**src/rtl/cpu_pkg.sv**
```systemverilog
// -----------------------------------------------------------------------------
// cpu_pkg
//   Shared encodings for the multi-cycle MIPS core: instruction opcode and
//   function-field constants, the 4-bit ALU operation codes (also consumed by
//   the ALU), and the control bundle produced by the main decoder.
//
//   Contents:
//     OP_*      6-bit primary opcodes (instruction bits [31:26])
//     FN_*      6-bit R-type function codes (instruction bits [5:0])
//     ALU_*     4-bit ALU operation codes
//     ctrl_t    packed control bundle driven by control_decode
//     CTRL_NOP  bundle value for reset and for any unrecognised instruction
// -----------------------------------------------------------------------------
package cpu_pkg;

    // Primary opcodes
    localparam logic [5:0] OP_RTYPE = 6'b000000;
    localparam logic [5:0] OP_J     = 6'b000010;
    localparam logic [5:0] OP_BEQ   = 6'b000100;
    localparam logic [5:0] OP_ADDI  = 6'b001000;
    localparam logic [5:0] OP_ADDIU = 6'b001001;
    localparam logic [5:0] OP_SLTI  = 6'b001010;
    localparam logic [5:0] OP_SLTIU = 6'b001011;
    localparam logic [5:0] OP_ANDI  = 6'b001100;
    localparam logic [5:0] OP_ORI   = 6'b001101;
    localparam logic [5:0] OP_XORI  = 6'b001110;
    localparam logic [5:0] OP_LUI   = 6'b001111;
    localparam logic [5:0] OP_LW    = 6'b100011;
    localparam logic [5:0] OP_SW    = 6'b101011;

    // R-type function codes
    localparam logic [5:0] FN_MULT  = 6'b011000;
    localparam logic [5:0] FN_DIV   = 6'b011010;
    localparam logic [5:0] FN_ADD   = 6'b100000;
    localparam logic [5:0] FN_ADDU  = 6'b100001;
    localparam logic [5:0] FN_SUB   = 6'b100010;
    localparam logic [5:0] FN_SUBU  = 6'b100011;
    localparam logic [5:0] FN_AND   = 6'b100100;
    localparam logic [5:0] FN_OR    = 6'b100101;
    localparam logic [5:0] FN_XOR   = 6'b100110;
    localparam logic [5:0] FN_NOR   = 6'b100111;
    localparam logic [5:0] FN_SLT   = 6'b101010;
    localparam logic [5:0] FN_SLTU  = 6'b101011;

    // ALU operation codes (1000, 1011 and 1111 are deliberately unused)
    localparam logic [3:0] ALU_AND  = 4'b0000;
    localparam logic [3:0] ALU_OR   = 4'b0001;
    localparam logic [3:0] ALU_ADD  = 4'b0010;
    localparam logic [3:0] ALU_XOR  = 4'b0011;
    localparam logic [3:0] ALU_ADDU = 4'b0100;
    localparam logic [3:0] ALU_SUBU = 4'b0101;
    localparam logic [3:0] ALU_SUB  = 4'b0110;
    localparam logic [3:0] ALU_SLT  = 4'b0111;
    localparam logic [3:0] ALU_MULT = 4'b1001;
    localparam logic [3:0] ALU_DIV  = 4'b1010;
    localparam logic [3:0] ALU_NOR  = 4'b1100;
    localparam logic [3:0] ALU_SLTU = 4'b1101;
    localparam logic [3:0] ALU_LUI  = 4'b1110;

    // Control bundle handed from the decoder to the output register
    typedef struct packed {
        logic       reg_dst;     // 1: write rd, 0: write rt
        logic       alu_src_b;   // 1: ALU B is the sign-extended immediate
        logic       mem_to_reg;  // 1: writeback from data memory
        logic       jump;        // select jump target for next PC
        logic       branch;      // branch candidate (qualified by ALU Zero)
        logic       reg_write;   // register-file write enable
        logic [3:0] alu_ctrl;    // ALU operation code
        logic       mem_read;    // data-memory read strobe
        logic       mem_write;   // data-memory write strobe
    } ctrl_t;

    // Reset / NOP bundle: no strobes, ALU left at ADD so address paths idle
    // on a harmless operation.
    localparam ctrl_t CTRL_NOP = '{
        reg_dst:    1'b0,
        alu_src_b:  1'b0,
        mem_to_reg: 1'b0,
        jump:       1'b0,
        branch:     1'b0,
        reg_write:  1'b0,
        alu_ctrl:   ALU_ADD,
        mem_read:   1'b0,
        mem_write:  1'b0
    };

    // R-type bundle: rd destination, register B operand, ALU writeback.
    // MULT/DIV pass wr=0 because their result lands only in Hi/Lo.
    function automatic ctrl_t ctrl_rtype(input logic [3:0] alu, input logic wr);
        ctrl_t c;
        c           = CTRL_NOP;
        c.reg_dst   = 1'b1;
        c.reg_write = wr;
        c.alu_ctrl  = alu;
        return c;
    endfunction

    // Immediate ALU bundle: rt destination, immediate B operand, ALU writeback.
    function automatic ctrl_t ctrl_imm(input logic [3:0] alu);
        ctrl_t c;
        c           = CTRL_NOP;
        c.alu_src_b = 1'b1;
        c.reg_write = 1'b1;
        c.alu_ctrl  = alu;
        return c;
    endfunction

endpackage

```
**src/rtl/control_unit_decode.sv**
```systemverilog
// -----------------------------------------------------------------------------
// control_decode
//   Purely combinational main decoder: maps opcode and function field to the
//   control bundle. Anything not recognised decodes to CTRL_NOP, so a write
//   strobe can never be raised by an illegal instruction.
//
//   Ports:
//     opcode_i  in  6   instruction bits [31:26]
//     funct_i   in  6   instruction bits [5:0] (used only for R-type)
//     ctrl_o    out     decoded control bundle (cpu_pkg::ctrl_t)
// -----------------------------------------------------------------------------
module control_decode
    import cpu_pkg::*;
(
    input  logic [5:0] opcode_i,
    input  logic [5:0] funct_i,
    output ctrl_t      ctrl_o
);

    ctrl_t rtype_ctrl;

    // R-type function decode kept separate so the opcode case stays flat.
    always_comb begin
        rtype_ctrl = CTRL_NOP;
        case (funct_i)
            FN_ADD:  rtype_ctrl = ctrl_rtype(ALU_ADD,  1'b1);
            FN_ADDU: rtype_ctrl = ctrl_rtype(ALU_ADDU, 1'b1);
            FN_SUB:  rtype_ctrl = ctrl_rtype(ALU_SUB,  1'b1);
            FN_SUBU: rtype_ctrl = ctrl_rtype(ALU_SUBU, 1'b1);
            FN_AND:  rtype_ctrl = ctrl_rtype(ALU_AND,  1'b1);
            FN_OR:   rtype_ctrl = ctrl_rtype(ALU_OR,   1'b1);
            FN_XOR:  rtype_ctrl = ctrl_rtype(ALU_XOR,  1'b1);
            FN_NOR:  rtype_ctrl = ctrl_rtype(ALU_NOR,  1'b1);
            FN_SLT:  rtype_ctrl = ctrl_rtype(ALU_SLT,  1'b1);
            FN_SLTU: rtype_ctrl = ctrl_rtype(ALU_SLTU, 1'b1);
            // Hi/Lo producers: same datapath setup, no register-file write
            FN_MULT: rtype_ctrl = ctrl_rtype(ALU_MULT, 1'b0);
            FN_DIV:  rtype_ctrl = ctrl_rtype(ALU_DIV,  1'b0);
            default: rtype_ctrl = CTRL_NOP;
        endcase
    end

    always_comb begin
        ctrl_o = CTRL_NOP;
        case (opcode_i)
            OP_RTYPE: ctrl_o = rtype_ctrl;
            OP_ADDI:  ctrl_o = ctrl_imm(ALU_ADD);
            OP_ADDIU: ctrl_o = ctrl_imm(ALU_ADDU);
            OP_ANDI:  ctrl_o = ctrl_imm(ALU_AND);
            OP_ORI:   ctrl_o = ctrl_imm(ALU_OR);
            OP_XORI:  ctrl_o = ctrl_imm(ALU_XOR);
            OP_SLTI:  ctrl_o = ctrl_imm(ALU_SLT);
            OP_SLTIU: ctrl_o = ctrl_imm(ALU_SLTU);
            OP_LUI:   ctrl_o = ctrl_imm(ALU_LUI);
            OP_LW: begin
                // Address = base + offset, then load into rt
                ctrl_o            = ctrl_imm(ALU_ADD);
                ctrl_o.mem_to_reg = 1'b1;
                ctrl_o.mem_read   = 1'b1;
            end
            OP_SW: begin
                // Address = base + offset; store never writes the register file
                ctrl_o.alu_src_b = 1'b1;
                ctrl_o.mem_write = 1'b1;
                ctrl_o.alu_ctrl  = ALU_ADD;
            end
            OP_BEQ: begin
                // Compare rs - rt; PC logic qualifies Branch with ALU Zero
                ctrl_o.branch   = 1'b1;
                ctrl_o.alu_ctrl = ALU_SUB;
            end
            OP_J: begin
                ctrl_o.jump = 1'b1;
            end
            default: ctrl_o = CTRL_NOP;
        endcase
    end

endmodule

```
**src/rtl/control_unit.sv**
```systemverilog
// -----------------------------------------------------------------------------
// control_unit
//   Main decoder of the multi-cycle MIPS core. The combinational decode of
//   OPcode/Func is captured every rising edge, so controls for an instruction
//   are valid one edge after its fields are stable and held until the next
//   edge. reset_n forces the NOP bundle asynchronously.
//
//   Ports:
//     clk          in   1  rising-edge clock
//     reset_n      in   1  asynchronous active-low reset
//     OPcode       in   6  instruction bits [31:26]
//     Func         in   6  instruction bits [5:0]
//     RegDst       out  1  1=write rd, 0=write rt
//     ALUSrc_B     out  1  1=ALU B is sign-extended immediate
//     MemtoReg     out  1  1=writeback from data memory
//     Jump         out  1  select jump target
//     Branch       out  1  branch candidate
//     RegWrite     out  1  register-file write enable
//     ALU_Control  out  4  ALU operation code
//     MemRead      out  1  data-memory read strobe
//     MemWrite     out  1  data-memory write strobe
// -----------------------------------------------------------------------------
module control_unit
    import cpu_pkg::*;
(
    input  logic       clk,
    input  logic       reset_n,
    input  logic [5:0] OPcode,
    input  logic [5:0] Func,
    output logic       RegDst,
    output logic       ALUSrc_B,
    output logic       MemtoReg,
    output logic       Jump,
    output logic       Branch,
    output logic       RegWrite,
    output logic [3:0] ALU_Control,
    output logic       MemRead,
    output logic       MemWrite
);

    ctrl_t ctrl_d;
    ctrl_t ctrl_q;

    control_decode u_decode (
        .opcode_i (OPcode),
        .funct_i  (Func),
        .ctrl_o   (ctrl_d)
    );

    // No enable: a fresh decode is captured on every edge out of reset.
    always_ff @(posedge clk or negedge reset_n) begin
        if (!reset_n) begin
            ctrl_q <= CTRL_NOP;
        end else begin
            ctrl_q <= ctrl_d;
        end
    end

    assign RegDst      = ctrl_q.reg_dst;
    assign ALUSrc_B    = ctrl_q.alu_src_b;
    assign MemtoReg    = ctrl_q.mem_to_reg;
    assign Jump        = ctrl_q.jump;
    assign Branch      = ctrl_q.branch;
    assign RegWrite    = ctrl_q.reg_write;
    assign ALU_Control = ctrl_q.alu_ctrl;
    assign MemRead     = ctrl_q.mem_read;
    assign MemWrite    = ctrl_q.mem_write;

endmodule

```
**config.mk**
```make
export PLATFORM = sky130hd
export DESIGN_NAME = control_unit
export DESIGN_NICKNAME = d
export VERILOG_FILES = /design/src/rtl/cpu_pkg.sv /design/src/rtl/control_unit_decode.sv /design/src/rtl/control_unit.sv
export SDC_FILE = /design/constraint.sdc
export NUM_CORES = 1
export LEC_CHECK = 0
export ABC_AREA = 1
export BUFFER_PORTS_ARGS = -buffer_cell sky130_fd_sc_hd__buf_2
export CORE_ASPECT_RATIO = 0.9
export CORE_MARGIN = 4
export CORE_UTILIZATION = 29
export CTS_CLUSTER_DIAMETER = 120
export DETAILED_ROUTE_END_ITERATION = 10
export PLACE_DENSITY = 0.53
export SLEW_MARGIN = 20
export SYNTH_ARGS = -nofsm -noshare
export SYNTH_HDL_FRONTEND = slang
export SYNTH_HIERARCHICAL = 1
export SYNTH_SLANG_ARGS = --single-unit
```
**constraint.sdc**
```tcl
create_clock -name clk -period 0.8 [get_ports clk]
set_clock_uncertainty 0.1 [all_clocks]
set_input_delay 0.04 -clock clk [delete_from_list [all_inputs] [get_ports clk]]
set_output_delay 0.04 -clock clk [all_outputs]
set_load 0.1 [all_outputs]
```
; ---- Word-level counts from Yosys, hierarchy flattened
; Cells that the tools add are included.
[totals]
regBits = 12
input_bits = 14
output_inout_bits = 12
wordCells = 46
[classes]
eq_ne = 24
muxes = 10
reduce_logical = 3
[ops]
columns = op, count
row1 = case mux 12 bit (12 select lines), 1
row2 = equality test 6 bit (second input constant), 12
row3 = equality test 6 x 4 -> 1 bit (second input constant), 8
row4 = case mux 4 bit (9 select lines), 1
row5 = case mux 1 bit (2 select lines), 7
row6 = equality test 6 x 5 -> 1 bit (second input constant), 2
row7 = OR reduction 10 bit, 1
row8 = OR reduction 9 bit, 1
row9 = equality test 6 x 2 -> 1 bit (second input constant), 1
row10 = equality test 6 x 3 -> 1 bit (second input constant), 1
row11 = zero test 6 bit, 1
row12 = 2-to-1 mux 1 bit, 1

; ---- Logic depth before layout (Yosys ltp)
[depth]
ltp_word = 3
mapped_depth = 8
depth_no_buf = 8

; ---- Cells and area by module
; The synthesis kept the hierarchy.
[modules_own_cells]
columns = mod, instances, cells_per_inst, area_per_inst_um2, seq_area_each_um2
row1 = control_decode, 1, 100, 467.9, 0.0
row2 = control_unit, 1, 12, 301.5, 301.5

; ---- Worst setup path after synthesis
; OpenSTA, ideal clock, no wires.
[synth_path]
path_kind = register to output
start = register ctrl_q, in the netlist ALUSrc_B
end = output ALUSrc_B
t_arrival_ns = 0.883
required_ns = 0.660
path_slack_ns = -0.223
stages_incl_launch_ff = 1
n_path_buf = 0
path_cell_list = dfrtp_1
[synth_lines]
columns = item, line_no
row1 = from (decl), control_unit.sv:42  ; ctrl_t ctrl_q;
row2 = from (signal assigned), control_unit.sv:55  ; ctrl_q <= ctrl_d;
row3 = to (decl), control_unit.sv:31  ; output logic ALUSrc_B,
; No word-level cell between the ends.

; ---- Worst setup path after layout
[layout_path]
start = register ctrl_q, in the netlist ALU_Control[1]
end = output ALU_Control[1]
[layout_lines]
columns = item, line_no
row1 = to (decl), control_unit.sv:36  ; output logic [3:0] ALU_Control,
; No word-level cell between the ends.

==> flow_summary.toml <==
[grt]
grt_antenna_before_repair = 0
grt-ovfl-total = 0
grt_pass1_vias = 692
grt_max_degree = 13
grt_pass1_wl_um = 2930
gr-usage-all-layers_pct = 9.96

[synthesis]
synth.distinct_cells = 18
ys_ff_latch = 12
synth-seq-area-share_pct = 39.2
syn_area_per_cell_um2 = 6.87
netlist_area_um2 = 769
synthCells = 112
ys_warn_count = 6
syn_nets = 126

[clock_tree]
cts_setup_buffers = 0
clockBufferDepth = 2
cts_tree = "built"
htreeDepth = 1
root_buffer = "clkbuf_4"
cts_hold_buf = 1
clkTransAtPathRegs_ns = 0.06
cts_inserted_buffers = 3
cts_sinks = 12

[drt]
drc = 0
ant_nets = 0
first_pass_iters = 5
avgViaCountPerCell = 4.44
wl_per_cell_um = 9.32
via_count = 790
wl_um = 1660
drt_first_iter_violations = 5

[pwr]
p_leak_nw = 0.661
powerDensity_nw_per_um2 = 1170
power.total_w = 0.00146
vdd_ir_drop_max_mv = 0.755

[worst_setup_path]
critical_path_class = "flip-flop to output port"
critPathMaxFanout = 1
cp.buffers_inverters = 1
path_cells = "buf_12"
cp.arrival_ns = 1.05
slowest_delay_ns = 0.62
end_kind = "output port"
crit_family = "flip-flops"
worst_path_max_delay_cell = "dfstp_4"
startpoint_type = "flip-flop"
crit_required_ns = 0.66

[sta]
hold_viol_final = 1
setup_viol_count_final = 12
fmax_mhz = 844
rsz0062_at_grt = "true"
fin_tns_setup_ns = -2.32
min_period_ns = 1.19
period_share_pct = 148
slew_headroom_pct = 83.4
fin_ws_ns = -0.385
tightestPinTransition_ns = 0.249
slew_viol_final = 0
holdWs_ns = -0.0923

[die]
die-area_um2 = 3540
initial_utilization_pct = 30.9
core_area_um2 = 2490
rows = 17
io_pins = 26
die_width_um = 62.3
die_h_um = 56.9

[final_layout]
layout_common_cells = "nand3_1 (24), nor2_1 (18), nand2_1 (18), inv_1 (14), buf_2 (13)"
syn_to_final_growth_pct = 61.6
drive_gt1_share_pct = 43.3
diodes = 0
final_common_cell = "nand3_1"
fin_nets = 165
instances_no_fill = 178
fill_cells = 241

[job]
drv_cap = 0

[hold_path]
hp-class = "input port to flip-flop"

[status]
status = "finished with violations"
violations = "hold timing, setup timing"

[place]
place_congestion = 0.776
hpwlAfterDp_um = 1480
dp.cells = 173
port_buffers = 25
[power by group]
group          total [W]  internal, W  switching [W]  leakage, nW
Combinational   0.000456     0.000165       0.000291        0.501
Clock           0.000357     0.000192       0.000165       0.0150
Sequential      0.000648     0.000633      0.0000149        0.144
Total            0.00146     0.000990       0.000470        0.661
[registers in the layout (all words and copies together) (netlist names)]
signal       count
MemWrite         1
MemRead          1
Jump             1
RegWrite         1
MemtoReg         1
ALU_Control      4
Branch           1
ALUSrc_B         1
RegDst           1
[synth_stat cells]
| cell | instances | area, um^2 |
|---|---|---|
| dfrtp_1 | 11 | 275 |
| buf_6 | 1 | 11.3 |
| inv_2 | 5 | 18.8 |
| nand4_1 | 3 | 18.8 |
| nand3_1 | 26 | 130 |
| nor2_2 | 3 | 18.8 |
| o21ai_0 | 1 | 5.00 |
| nand3_2 | 1 | 10.0 |
| inv_1 | 14 | 52.6 |
| nor2_4 | 2 | 22.5 |
| buf_4 | 1 | 7.51 |
| nand3b_1 | 1 | 7.51 |
| nor3_1 | 1 | 5.00 |
| a31oi_1 | 2 | 12.5 |
| dfstp_2 | 1 | 26.3 |
| nor2_1 | 19 | 71.3 |
| nand2_1 | 19 | 71.3 |
| a21oi_1 | 1 | 5.00 |
[logic make-up after synthesis]
kind of cell / synth area share, %
simple gates: 46.2
buf+inv: 11.7
flops: 39.2
compound gates: 2.93
[per-layer routing]
layer	global-route usage, %	routed length [um]	vias up
met4	5.45	14	0
met5	0	0	-
met2	14.5	739	18
met3	1.60	90	2
met1	13.9	815	332
li1	-	-	438
[worst paths after layout]
path / startpoint / cells past startpoint / endpoint / slack, ns
worst min-delay path: OPcode[3] / 2 / Jump / -0.09
worst max-delay path: ALU_Control[1] / 1 / ALU_Control[1] / -0.39
min in group asynchronous: reset_n / 2 / Branch / 0.08
max in group asynchronous: reset_n / 2 / ALU_Control[1] / 0.26
[what timing repair did]
action,in CTS,in global routing
pin swaps,0,1
resized for setup,0,4
setup endpoints to repair,12,13
hold endpoints to repair,13,1
[final cells by class]
class	instances	area (um^2)	area share, %
Timing Repair Buffer	36	394	31.7
Tap cell	28	35.0	2.82
Multi-Input combinational cell	79	398	32.0
Sequential cell	12	319	25.7
Inverter	19	71.3	5.73
Clock buffer	4	26.3	2.11
[through the flow]
stage | utilization (%) | setup slack [ns] | instance area, um^2 | hold slack (ns)
global route | 50.0 | -0.432 | 1240 | -0.104
global placement | 48.0 | -0.193 | 1190 | -0.179
detailed placement | 48.0 | -0.226 | 1190 | -0.174
floorplan | - | -0.0996 | 797 | -0.356
CTS | 49.4 | -0.400 | 1230 | -0.102
finish | 50.0 | -0.385 | 1240 | -0.0923
Note: power is estimated with default switching activity, not from simulation.
